$ cat config.mk
export PLATFORM = sky130hd
export DESIGN_NAME = sr_exc_driver
export DESIGN_NICKNAME = d
export VERILOG_FILES = /design/src/rtl/sr_exc_driver.sv
export SDC_FILE = /design/constraint.sdc
export NUM_CORES = 1
export LEC_CHECK = 0
export BUFFER_PORTS_ARGS = -buffer_cell sky130_fd_sc_hd__buf_2
export CAP_MARGIN = 15
export CORE_AREA = 5 5 99 101
export DETAILED_ROUTE_END_ITERATION = 12
export DIE_AREA = 0 0 104 106
export GPL_TIMING_DRIVEN = 0
export PLACE_DENSITY = 0.48
export SYNTH_ARGS = -nofsm -noshare
export SYNTH_HDL_FRONTEND = slang
export SYNTH_SLANG_ARGS = --single-unit
$ cat constraint.sdc
create_clock -name clk -period 7.3 [get_ports clk]
set_clock_uncertainty 0.1 [all_clocks]
set_input_delay 1.46 -clock clk [delete_from_list [all_inputs] [get_ports clk]]
set_output_delay 1.46 -clock clk [all_outputs]
set_load 0.1 [all_outputs]
$ cat src/rtl/sr_exc_driver.sv
// Excitation driver for a WIDTH-bit SR flop bank: queues target words and turns each into s/r pulses.
// Optional `SR_VERIFY_EN adds q_fb / mismatch checking of the real bank against the mirror.
module sr_exc_driver #(
   parameter int WIDTH = 4,
   parameter int DEPTH = 4,
   parameter int HOLD  = 2
) (
   input  logic             clk,
   input  logic             rst,
   input  logic             in_valid,
   output logic             in_ready,
   input  logic [WIDTH-1:0] in_q,
   output logic [WIDTH-1:0] s,
   output logic [WIDTH-1:0] r,
   output logic [WIDTH-1:0] q_mirror,
   output logic             busy,
   output logic [7:0]       set_cnt,
   output logic [7:0]       rst_cnt
`ifdef SR_VERIFY_EN
   ,
   input  logic [WIDTH-1:0] q_fb,
   output logic             mismatch
`endif
);

   localparam int AW = (DEPTH > 1) ? $clog2(DEPTH) : 1;
   localparam int HW = (HOLD > 1) ? $clog2(HOLD) : 1;

   typedef enum logic [1:0] {ST_IDLE, ST_LOAD, ST_DRIVE, ST_SETTLE} state_t;

   state_t           r_state, w_next;
   logic [WIDTH-1:0] r_mem [DEPTH];
   logic [AW-1:0]    r_wp, r_rp;
   logic [AW:0]      r_cnt;
   logic [WIDTH-1:0] r_tgt, r_set_exc, r_rst_exc, r_q;
   logic [7:0]       r_set_cnt, r_rst_cnt;
   logic [HW-1:0]    r_hold;
   logic             w_full, w_empty, w_push, w_pop, w_last_settle;
   logic [WIDTH-1:0] w_head;

   function automatic logic [7:0] popcnt(input logic [WIDTH-1:0] v);
      logic [7:0] n;
      n = 8'd0;
      for (int i = 0; i < WIDTH; i++)
         if (v[i]) n = n + 8'd1;
      return n;
   endfunction

   function automatic logic [7:0] sat_add(input logic [7:0] a, input logic [7:0] b);
      logic [8:0] t;
      t = {1'b0, a} + {1'b0, b};
      return t[8] ? 8'hFF : t[7:0];
   endfunction

   assign w_full        = (r_cnt == (AW+1)'(DEPTH));
   assign w_empty       = (r_cnt == '0);
   assign w_push        = in_valid && !w_full;
   assign w_pop         = (r_state == ST_LOAD);
   assign w_head        = r_mem[r_rp];
   assign w_last_settle = (r_state == ST_SETTLE) && (r_hold == '0);

   assign in_ready = !w_full;
   assign busy     = (r_state != ST_IDLE) || !w_empty;
   assign s        = r_set_exc;
   assign r        = r_rst_exc;
   assign q_mirror = r_q;
   assign set_cnt  = r_set_cnt;
   assign rst_cnt  = r_rst_cnt;

   always_comb begin
      w_next = r_state;
      case (r_state)
         ST_IDLE:   if (!w_empty) w_next = ST_LOAD;
         ST_LOAD:   w_next = ST_DRIVE;
         ST_DRIVE:  w_next = ST_SETTLE;
         ST_SETTLE: if (w_last_settle) w_next = w_empty ? ST_IDLE : ST_LOAD;
         default:   w_next = ST_IDLE;
      endcase
   end

   always_ff @(posedge clk or posedge rst) begin
      if (rst) r_state <= ST_IDLE;
      else     r_state <= w_next;
   end

   // FIFO payload and target word carry no reset; only control and visible outputs do.
   always_ff @(posedge clk) begin
      if (w_push) r_mem[r_wp] <= in_q;
      if (w_pop)  r_tgt <= w_head;
   end

   always_ff @(posedge clk or posedge rst) begin
      if (rst) begin
         r_wp      <= '0;
         r_rp      <= '0;
         r_cnt     <= '0;
         r_hold    <= '0;
         r_set_exc <= '0;
         r_rst_exc <= '0;
         r_q       <= '0;
         r_set_cnt <= 8'd0;
         r_rst_cnt <= 8'd0;
      end else begin
         if (w_push) r_wp <= r_wp + 1'b1;
         if (w_pop)  r_rp <= r_rp + 1'b1;
         case ({w_push, w_pop})
            2'b10:   r_cnt <= r_cnt + 1'b1;
            2'b01:   r_cnt <= r_cnt - 1'b1;
            default: r_cnt <= r_cnt;
         endcase
         // Pulses are registered on the LOAD->DRIVE edge so they are visible exactly in DRIVE.
         r_set_exc <= '0;
         r_rst_exc <= '0;
         if (r_state == ST_LOAD) begin
            r_set_exc <= w_head & ~r_q;
            r_rst_exc <= ~w_head & r_q;
         end
         if (r_state == ST_DRIVE) begin
            r_q       <= r_tgt;
            r_set_cnt <= sat_add(r_set_cnt, popcnt(r_set_exc));
            r_rst_cnt <= sat_add(r_rst_cnt, popcnt(r_rst_exc));
            r_hold    <= HW'(HOLD - 1);
         end else if (r_state == ST_SETTLE && r_hold != '0) begin
            r_hold <= r_hold - 1'b1;
         end
      end
   end

`ifdef SR_VERIFY_EN
   logic r_mismatch;
   assign mismatch = r_mismatch;

   always_ff @(posedge clk or posedge rst) begin
      if (rst)                                  r_mismatch <= 1'b0;
      else if (w_last_settle && (q_fb != r_q))  r_mismatch <= 1'b1;
   end
`endif

   a_sr_exclusive: assert property (@(posedge clk) disable iff (rst) (r_set_exc & r_rst_exc) == '0);

endmodule

### Word level (Yosys, flattened, before mapping)

Memories as Yosys holds them, arrays and structs flattened.
Cells that the tools add are included.

* output and inout port bits: 30
* memories: 1
* bits in writable memories: 16
* bits in read-only memories: 0
* latch bits: 0
* bits of input ports: 7
* word-level logic and storage cells: 79
* bits in registers: 42

* $add $sub $neg: 13
* bitwise logic cells: 5
* equality and inequality tests: 8
* shifts and indexed selects: 0
* multiplexer cells: 29
* reduce and logical (&&, ||, !) cells: 12
* $lt $le $gt $ge: 0
* $mul: 0
* div/mod/pow operators: 0

Memories
* r_mem: depth 4, bits a word 4, read ports 1, clocked after Yosys merged registers in 0, write ports 1, line 32 `logic [WIDTH-1:0] r_mem [DEPTH];`

Operators with widths (number)
* 2-to-1 mux 8 bit: 16
* adder 8 x 1 -> 8 bit, second input constant: 6
* adder 8 x 8 -> 9 bit: 2
* AND 4 bit: 2
* 2-to-1 mux 4 bit: 2
* NOT 4 bit: 2
* case mux 2 bit (4 select lines): 1
* 2-to-1 mux 1 bit: 7
* == test 2 bit, second input constant: 3
* case mux 3 bit (2 select lines): 1
* nonzero test 2 bit: 3
* adder 2 x 1 -> 2 bit, second input constant: 2
* == test 2 x 1 -> 1 bit, second input constant: 2
* 2-to-1 mux 2 bit: 2
* inequality test 2 bit, second input constant: 2
* adder 3 x 1 -> 3 bit, second input constant: 1
* == test 3 bit, second input constant: 1
* logical AND 1 bit: 3
* zero test 3 bit: 1
* subtractor 3 x 1 -> 3 bit, second input constant: 1
* zero test 1 bit: 2
* zero test 2 bit: 1
* AND reduction 2 bit: 1
* logical OR 1 bit: 1
* 2 further kinds: 2

### Longest topological paths before layout

* depth after elaboration: 13
* mapped depth: 12
* depth with buffers taken out: 12

### Least setup slack after synthesis

Ideal clock, no wire load.

* kind: reg2reg
* from: register r_set_exc[0], in the netlist s[0]
* to: register r_set_cnt[4], in the netlist set_cnt[4]
* arrival: 3.297 ns
* cell stages (with the launch flop): 13
* data required time: 7.079 ns
* path buffers: 0
* clock period less this slack: 3.518 ns
* slack: 3.782 ns
* setup time: 0.121 ns
* cell sequence: dfrtp_1 -> inv_1 -> ha_1 -> xor2_1 -> ha_1 -> nand2_1 -> o21ai_0 -> inv_1 -> fa_1 -> nand2b_1 -> a21oi_1 -> nand3_1 -> o21a_1

* longest elaborated chain between the ends: 13

RTL lines
* start, declared: line 35 `logic [WIDTH-1:0] r_tgt, r_set_exc, r_rst_exc, r_q;`
* start signal, assigned: line 115 `r_set_exc <= w_head & ~r_q;`
* 2-to-1 mux 1 bit (*): line 45 `if (v[i]) n = n + 8'd1;`
* 2-to-1 mux 8 bit (*): line 118 `if (r_state == ST_DRIVE) begin`
* adder 8 x 1 -> 8 bit: line 45
* 2-to-1 mux 8 bit (*): line 45
* 2-to-1 mux 8 bit (*): line 118
* adder 8 x 1 -> 8 bit: line 45
* 2-to-1 mux 8 bit (*): line 45
* 2-to-1 mux 8 bit (*): line 118
* adder 8 x 1 -> 8 bit: line 45
* 2-to-1 mux 8 bit (*): line 45
* 2-to-1 mux 8 bit (*): line 118
* adder 8 x 8 -> 9 bit (*): line 51 `t = {1'b0, a} + {1'b0, b};`
* 2-to-1 mux 8 bit (*): line 52 `return t[8] ? 8'hFF : t[7:0];`
* end signal, assigned: line 120 `r_set_cnt <= sat_add(r_set_cnt, popcnt(r_set_exc));`
* end, declared: line 36 `logic [7:0] r_set_cnt, r_rst_cnt;`

Mark *: on every way between the ends. The rest lies on a longest branch, timed or not. The select of a mux whose other input is x is not followed.
A chain may end at the register's enable or synchronous reset.

### Worst setup path after layout

* from: register r_state[0]
* to: output port busy

* longest elaborated chain between the ends: 2

RTL lines
* start, declared: line 31 `state_t r_state, w_next;`
* start signal, assigned: line 83 `else r_state <= w_next;`
* nonzero test 2 bit: line 63 `assign busy = (r_state != ST_IDLE) || !w_empty;`
* logical OR 1 bit: line 63
* end, declared: line 16 `output logic busy,`

Every way passes these cells.

==> results.py <==
metrics = {
    "outcome": {
        "status": "finished clean",
    },
    "clock_network": {
        "cts-resized-gates": 0,
        "numClockSinks": 58,
        "tritoncts": "built",
        "worstSkewPairLatency_ps": 330,
        "htree_levels": 3,
        "cts_inserted_buffers": 9,
        "clockBufferDepth": 2,
        "cts.reportedPaths.clkPinSlew_ps": 70,
        "postCtsSetupBuffers": 0,
        "cts_root_buf": "clkbuf_8",
        "hold_buffers": 0,
    },
    "detailed_routing": {
        "wl_met3_um": 292,
        "dr_wl_met2_mm": 2.66,
        "wl_per_cell_um": 13.0,
        "drtIter0Drc": 44,
        "drc": 0,
        "wl_met1_mm": 2.43,
        "drt_first_pass_iters": 4,
        "num_vias": 1970,
        "top_layer_used": "met4",
        "viasPerCell": 4.70,
        "totalWireLength_mm": 5.45,
        "ant_nets": 0,
    },
    "logic_synthesis": {
        "synth.distinct_cells": 39,
        "synth-edff-count": 20,
        "synth.avg_cell_area_um2": 11.8,
        "synth_ff_type": "dfrtp_1",
        "synth_area_um2": 3020,
        "syn_inst": 255,
        "synth_area_leaders": "dfrtp_1 (32%), edfxtp_1 (20%), ha_1 (11%)",
        "ys_seq_elements": 58,
        "synth_warnings": 0,
        "seq_area_frac_synth_pct": 51.4,
        "async_reset_ff_share_pct": 65.5,
        "synth_top_cell_area_share_pct": 31.5,
        "yosys.area.top_type": "dfrtp_1",
    },
    "global_route": {
        "grt_pass1_vias": 1966,
        "grt.overflow.total": 0,
        "track_usage_pct": 10.7,
        "grt_max_degree": 39,
        "antenna_found_initial": 0,
        "grt_first_pass_wirelength_mm": 9.45,
    },
    "finish": {
        "layout_commonest_cell": "buf_2",
        "drive_above_1_share_pct": 22.4,
        "syn2layout_area_growth_pct": 18.2,
        "regArea_um2": 1550,
        "fill_cells": 894,
        "utilization_pct": 39.9,
        "multi_input_area_um2": 1340,
        "final_cell_mix": "buf_2 (39), dfrtp_1 (38), ha_1 (27)",
        "final_cells": 419,
        "insertedDiodeCount": 0,
        "fin_nets": 340,
    },
    "worst_setup_path": {
        "reg2reg_slack_ps": 4360,
        "worstPathRequired_ps": 5740,
        "critPathCaptureType": "output port",
        "critPathTopFamily": "buffers and inverters",
        "startpoint": "r_state[0]$_DFFE_PP0P_",
        "worstPathCellList": "inv_1, ha_1, nand2_1, buf_2",
        "critPathKind": "flip-flop to output port",
        "cp_data_arrival_time_ps": 1580,
        "slowest_delay_ps": 440,
        "path_buf_inv": 2,
        "cp-endpoint": "busy",
        "cp.depth": 4,
        "cpMaxStageDelayCell": "dfrtp_1",
        "reg2reg_from": "s[0]$_DFF_PP0_",
        "crit_path_max_fanout": 6,
        "r2r_end": "set_cnt[6]$_DFFE_PP0P_",
        "cp-start-kind": "flip-flop",
        "rr_worst_depth": 12,
    },
    "floorplanning": {
        "initial_core_util_pct": 33.8,
        "num_io_pins": 37,
        "die_area_um2": 11000,
        "die_height_um": 106,
        "core_area_um2": 8930,
        "rows": 35,
        "fp.dieW_um": 104,
    },
    "sta": {
        "tightest_slew_ps": 840,
        "period_needed_ps": 3140,
        "fmax_mhz": 319,
        "slew_headroom_pct": 43.9,
        "finalMaxSlewViolations": 0,
        "setup_viol": 0,
        "fin_crit_sh_pct": 43.0,
        "tns_ps": 0,
        "rsz0062_at_grt": "false",
        "hold_violations": 0,
        "hold_slack_ps": 378,
    },
    "placed_design": {
        "globalplace.congestion": 0.754,
        "dp_cells": 403,
        "portBuffers": 36,
        "dp_hpwl_mm": 4.08,
    },
    "hold_path": {
        "hold_class": "flip-flop to flip-flop",
    },
    "run": {
        "max_cap_violations": 0,
    },
}
## cell usage after synthesis (3+ instances only)
cell and count:
mux2_2 6, a21oi_1 5, a31oi_1 12, buf_2 3, o22a_1 4, nor2_1 13
and3_1 6, fa_1 3, o21ai_0 7, inv_1 27, mux4_2 4, nand3_1 8
dfrtp_1 38, edfxtp_1 20, a21o_1 3, nand2_1 19, mux2i_1 4, xor2_1 10
and3b_1 4, ha_1 27, xnor2_1 6, o21a_1 3
## cells by family (layout without fill, tap and decap cells)
| family | count (synthesis) | in the layout | synth area share, % |
|---|---|---|---|
| adders and majority gates | 30 | 30 | 13.2 |
| buffers and inverters | 33 | 85 | 4.48 |
| muxes | 14 | 14 | 6.55 |
| and+or+nand+nor | 57 | 57 | 9.25 |
| xor gates and xnor gates | 16 | 16 | 4.64 |
| other | 1 | 2 | 0.124 |
| AOI/OAI and AO/OA | 46 | 46 | 10.4 |
| DFF | 58 | 58 | 51.4 |
## cell type report
class | count | share of cell area [%]
inverter | 27 | 2.84
timing repair buffer | 36 | 5.05
tap | 111 | 3.89
sequential | 58 | 43.5
clock inverter | 7 | 2.84
multi-input combinational | 165 | 37.4
clock buffer | 9 | 3.47
buffer | 6 | 0.947
## layer usage
layer  up-vias  GRT usage, %
li1        997             -
met1       930          12.6
met2        35          17.7
met3         8          4.19
met4         0          3.61
met5         -             0
## registers in the layout (all words and copies together), names as in the netlist
name,cells
rst_cnt,8
set_cnt,8
r_mem,16
r_state,2
r_rp,2
r_wp,2
r_cnt,3
r_tgt,4
r_hold,1
q_mirror,4
s,4
r,4
## stage by stage
step	instance area [µm²]	setup slack [ps]
floorplan	3020	3780
global route	3570	4040
detailed placement	3340	4280
finish	3570	4160
CTS	3570	4120
global placement	3340	4180
## worst min path at each step
stage	startpoint	end	slack [ps]	cells after the start
after global routing	r_tgt[2]$_DFFE_PP_	q_mirror[2]$_DFFE_PP0P_	390	1
after global placement	r_tgt[0]$_DFFE_PP_	q_mirror[0]$_DFFE_PP0P_	360	1
after CTS	r_tgt[2]$_DFFE_PP_	q_mirror[2]$_DFFE_PP0P_	380	1
final	r_tgt[2]$_DFFE_PP_	q_mirror[2]$_DFFE_PP0P_	380	1
after detailed placement	r_tgt[2]$_DFFE_PP_	q_mirror[2]$_DFFE_PP0P_	360	1
after floorplan	r_tgt[0]$_DFFE_PP_	q_mirror[0]$_DFFE_PP0P_	350	1
Power is left out: the tool's default activity adds up to more than one toggle a clock period on the data nets, which glitch-free logic cannot reach.
